**src/rtl/disable_sequencer.sv**
```systemverilog
`default_nettype none
// ============================================================================
// Module   : disable_sequencer
// Brief    : Turns per-channel sensor disable requests into a timed drive
//            pause. The drive is disabled for the first HALF_CYC cycles, then
//            re-enabled while pause stays high until PAUSE_CYC cycles have
//            elapsed. Tracks contributing channels and a saturating count of
//            pauses started.
// Revision : 1.0 - initial release
// ============================================================================
module disable_sequencer #(
  parameter int N_SNS     = 2,
  parameter int CNT_W     = 27,
  parameter int PAUSE_CYC = 75_000,
  parameter int HALF_CYC  = 32_500,
  parameter int RETRIG    = 0
) (
  input  logic             clk,
  input  logic             rst,
  input  logic [N_SNS-1:0] sns_disable,
  input  logic [N_SNS-1:0] sns_mask,
  output logic             enable,
  output logic             pause,
  output logic             done,
  output logic [N_SNS-1:0] cause,
  output logic [7:0]       evt_cnt
);

  // Refuse to elaborate with a pause shape the timer cannot represent.
  if ((N_SNS < 1) || (HALF_CYC < 1) || (HALF_CYC >= PAUSE_CYC) ||
      (longint'(PAUSE_CYC) > ((longint'(1) << CNT_W) - longint'(1)))) begin : g_bad_params
    $error("disable_sequencer: require N_SNS>=1 and 1 <= HALF_CYC < PAUSE_CYC <= 2^CNT_W-1");
  end

  localparam logic [CNT_W-1:0] c_HALF_LAST  = CNT_W'(HALF_CYC - 1);
  localparam logic [CNT_W-1:0] c_PAUSE_LAST = CNT_W'(PAUSE_CYC - 1);
  localparam logic             c_RETRIG     = (RETRIG != 0);

  typedef enum logic [1:0] {
    S_IDLE   = 2'd0,
    S_HALT   = 2'd1,
    S_RESUME = 2'd2
  } state_t;

  state_t             r_state;
  state_t             w_state_nxt;
  logic [CNT_W-1:0]   r_timer;
  logic [CNT_W-1:0]   w_timer_nxt;
  logic               r_enable;
  logic               r_pause;
  logic               r_done;
  logic               w_done_nxt;
  logic [N_SNS-1:0]   r_cause;
  logic [N_SNS-1:0]   w_cause_nxt;
  logic [7:0]         r_evt_cnt;
  logic [7:0]         w_evt_nxt;
  logic               w_start;
  logic [N_SNS-1:0]   w_act;
  logic               w_trig;
  logic               w_last;

  // Unmasked requests are level triggers; a held request re-triggers each cycle.
  assign w_act  = sns_disable & ~sns_mask;
  assign w_trig = |w_act;
  assign w_last = (r_timer == c_PAUSE_LAST);

  // Next-state, timer, cause and completion decode.
  always_comb begin
    w_state_nxt = r_state;
    w_timer_nxt = r_timer;
    w_done_nxt  = 1'b0;
    w_cause_nxt = r_cause;
    w_start     = 1'b0;
    unique case (r_state)
      S_IDLE: begin
        if (w_trig) begin
          w_state_nxt = S_HALT;
          w_timer_nxt = '0;
          w_cause_nxt = w_act;
          w_start     = 1'b1;
        end
      end
      S_HALT, S_RESUME: begin
        if (w_last) begin
          // Completion; a trigger on the final cycle chains straight into a new pause.
          w_done_nxt  = 1'b1;
          w_timer_nxt = '0;
          if (w_trig) begin
            w_state_nxt = S_HALT;
            w_cause_nxt = w_act;
            w_start     = 1'b1;
          end else begin
            w_state_nxt = S_IDLE;
          end
        end else if (w_trig && c_RETRIG) begin
          w_state_nxt = S_HALT;
          w_timer_nxt = '0;
          w_cause_nxt = r_cause | w_act;
          w_start     = 1'b1;
        end else begin
          w_timer_nxt = r_timer + CNT_W'(1);
          if (w_trig) begin
            w_cause_nxt = r_cause | w_act;
          end
          if ((r_state == S_HALT) && (r_timer == c_HALF_LAST)) begin
            w_state_nxt = S_RESUME;
          end
        end
      end
      default: begin
        w_state_nxt = S_IDLE;
        w_timer_nxt = '0;
      end
    endcase
  end

  // Saturating pause-start counter.
  always_comb begin
    w_evt_nxt = r_evt_cnt;
    if (w_start && (r_evt_cnt != 8'hFF)) begin
      w_evt_nxt = r_evt_cnt + 8'd1;
    end
  end

  // State and registered outputs; outputs are derived from the next state so they line up with it.
  always_ff @(posedge clk or posedge rst) begin
    if (rst) begin
      r_state   <= S_IDLE;
      r_timer   <= '0;
      r_enable  <= 1'b1;
      r_pause   <= 1'b0;
      r_done    <= 1'b0;
      r_cause   <= '0;
      r_evt_cnt <= 8'd0;
    end else begin
      r_state   <= w_state_nxt;
      r_timer   <= w_timer_nxt;
      r_enable  <= (w_state_nxt != S_HALT);
      r_pause   <= (w_state_nxt != S_IDLE);
      r_done    <= w_done_nxt;
      r_cause   <= w_cause_nxt;
      r_evt_cnt <= w_evt_nxt;
    end
  end

  assign enable  = r_enable;
  assign pause   = r_pause;
  assign done    = r_done;
  assign cause   = r_cause;
  assign evt_cnt = r_evt_cnt;

endmodule
`default_nettype wire

```
**config.mk**
```make
export PLATFORM = sky130hd
export DESIGN_NAME = disable_sequencer
export DESIGN_NICKNAME = d
export VERILOG_FILES = /design/src/rtl/disable_sequencer.sv
export SDC_FILE = /design/constraint.sdc
export NUM_CORES = 1
export LEC_CHECK = 0
export BUFFER_PORTS_ARGS = -buffer_cell sky130_fd_sc_hd__buf_2
export CAP_MARGIN = 10
export CORE_MARGIN = 2
export CORE_UTILIZATION = 40
export CTS_BUF_LIST = sky130_fd_sc_hd__clkbuf_4 sky130_fd_sc_hd__clkbuf_8
export CTS_CLUSTER_DIAMETER = 200
export CTS_CLUSTER_SIZE = 12
export DETAILED_ROUTE_END_ITERATION = 16
export PLACE_DENSITY_LB_ADDON = 0.3
export RECOVER_POWER = 25
export SLEW_MARGIN = 40
export SYNTH_ARGS = -nofsm -noshare
export SYNTH_HDL_FRONTEND = slang
export SYNTH_SLANG_ARGS = --single-unit
export TNS_END_PERCENT = 30
```
**constraint.sdc**
```tcl
create_clock -name clk -period 2.4 [get_ports clk]
set_input_delay 0.48 -clock clk [delete_from_list [all_inputs] [get_ports clk]]
set_output_delay 0.48 -clock clk [all_outputs]
set_load 0.01 [all_outputs]
```
==> impl_metrics.tcl <==
set metrics [dict create \
    drive_gt1_frac 0.183 \
    rsz0062_at_grt "false" \
    die_w_um 79.1 \
    fin_setup_tns_ns 0 \
    clock_path_buffers 2 \
    tightest_slew_ns 1.33 \
    postPlaceCellArea_um2 2440 \
    synth_top_area_share 0.455 \
    ios 19 \
    min_period_over_period 0.895 \
    yosys_warnings 0 \
    hpwlAfterDp_um 3220 \
    synth_seq_cells 42 \
    clkSinkCount 42 \
    antenna_found_initial 0 \
    coreArea_um2 5470 \
    synth_commonest_cells "41 x dfrtp_1, 29 x nor2_1, 28 x xor2_1" \
    track_usage 0.167 \
    wl_met2_um 2160 \
    worstPathRequired_ns 2.60 \
    clk_latency_ns 0.30 \
    critPathLaunchType "flip-flop" \
    cts-resized-gates 0 \
    relSlewSlack 0.111 \
    utilization 0.472 \
    initial_utilization 0.412 \
    fmax_mhz 465 \
    die_h_um 79.1 \
    fin_skew_ns 0.0113 \
    vias 1741 \
    final_cells 324 \
    yosysMostFrequentCell "dfrtp_1" \
    layout_setup_ws_ns 0.251 \
    hold_viol 0 \
    dr_wl_met3_um 130 \
    postSynthCellCount 228 \
    yosysTopAreaCell "dfrtp_1" \
    power_per_cell_area_nw_per_um2 557 \
    critPathArrivalTime_ns 2.34 \
    synth-main-ff-cell "dfrtp_1" \
    cts_tree "yes" \
    hold_class "in -> async" \
    synth_edf_count 0 \
    syn_nets 239 \
    grt-ovfl-total 0 \
    ant_nets 0 \
    syn_area_per_cell_um2 9.89 \
    cp-end-kind "flip-flop" \
    grt_pass1_wl_um 8110 \
    routed.top_layer "met4" \
    drt_wl_total_um 4710 \
    cts_buffers 5 \
    cts_setup_buffers 0 \
    via_per_inst 5.37 \
    syn_area_um2 2260 \
    cts_htree_levels 2 \
    slew_viol_final 0 \
    path_class "reg -> reg" \
    p_leak_uw 0.00118 \
    async_flop_share 1.00 \
    dieArea_um2 6260 \
    status "completed" \
    first_pass_iters 4 \
    grt_max_degree 32 \
    fin_crit_ns 2.15 \
    clkSlewWorstSetupHoldPaths_ns 0.09 \
    num_rows 27 \
    wl_met1_um 2350 \
    fin_nets 262 \
    synth_cell_types 46 \
    syn2layout_area_growth_pct 14.5 \
    drt_iter0_markers 71 \
    place_ws_ns 0.270 \
    finalInstanceArea_um2 2580 \
    gp_congestion 0.779 \
    ir_worst_vdd_uv 297 \
    port_buffers 18 \
    setup_viol 0 \
    drc 0 \
    cp_max_fo 7 \
    wl_per_cell_um 14.5 \
    insertedDiodeCount 0 \
    dp.cells 316 \
    hold_buffers 0 \
    ys_top_cells_by_area "dfrtp_1 45%, xor2_1 11%, nor2_1 4.8%, nand4_1 4.7%, nand3_1 3.5%" \
    ys_seq_area_frac 0.466 \
    cap_viol_max_count 0 \
    ff2ff_setup_slack_ns 0.25 \
    cts-root-buf "clkbuf_8" \
    grt_pass1_vias 1684 \
]
## per-layer routing
metal	GRT usage	up-vias
met4	0.0621	0
met5	0	-
met3	0.0341	6
met1	0.227	848
li1	-	862
met2	0.263	25
## path summary, 6_finish.rpt
path / startpoint / endpoint / cells after the start
worst max-delay path: r_timer[24] / evt_cnt[1] / 5
worst min-delay path: rst / r_timer[5] / 2
worst max register to register: r_timer[24] / evt_cnt[1] / 5
worst min register to register: cause[1] / cause[1] / 1
max in group asynchronous: rst / r_timer[12] / 3
min in group clk: cause[1] / cause[1] / 1
## placed cells by master (no fill, tap or decap), types with 3 or more instances in the layout
master    Yosys  final
inv_1         5      4
nand3_1      16     16
nand2b_1      3      3
nand4_1      17     17
clkbuf_8      0      6
dfrtp_1      41     41
nor4_1        7      7
a21oi_1       3      3
buf_4         0      6
o21ai_0       4      4
nor2_1       29     29
ha_1          5      5
xor2_1       28     28
buf_2         3     18
and4_2        3      3
nand2_1      15     15
and3_1        4      4
nor3_1        6      6
## registers in the layout, indices dropped and copies added (netlist names)
signal and count:
enable 1, r_timer 27, cause 2, done 1, r_state 2, evt_cnt 8, pause 1
## cell families after synthesis
kind of cell / synth area share
compound gates: 0.0704
xor+xnor: 0.116
fa+ha+maj: 0.0277
buf+inv: 0.0266
flops: 0.466
mux: 0.00943
simple gates: 0.283
## power breakdown
part	switching, µW	internal (µW)
Combinational	21.3	7.13
Clock	259	444
Sequential	0.0000349	707
Total	281	1160
## worst max-delay path, stage by stage (launching register included)
cell and delay, ns:
dfrtp_1 0.42, nor4_1 0.56, and4_4 0.38, a31oi_4 0.13
nor2_1 0.20, mux2_2 0.35
## through the flow
stage          power [µW]  hold slack [ns]
6_report             1440            0.453
4_1_cts              1450            0.211
2_1_floorplan         738            0.497
3_5_place_dp          751            0.473
5_1_grt              1480            0.518
3_3_place_gp          750            0.472
## cell type report
cell class / count / area (µm²)
inverters: 5 / 20.0
well taps: 72 / 90.1
fillers: 530 / 2890
multi-input cells: 173 / 1140
flip-flops and latches: 42 / 1050
clock inverters: 2 / 60.1
clock buffers: 6 / 82.6
repair buffers: 24 / 135
No activity file was read; power rests on OpenSTA's default activity.
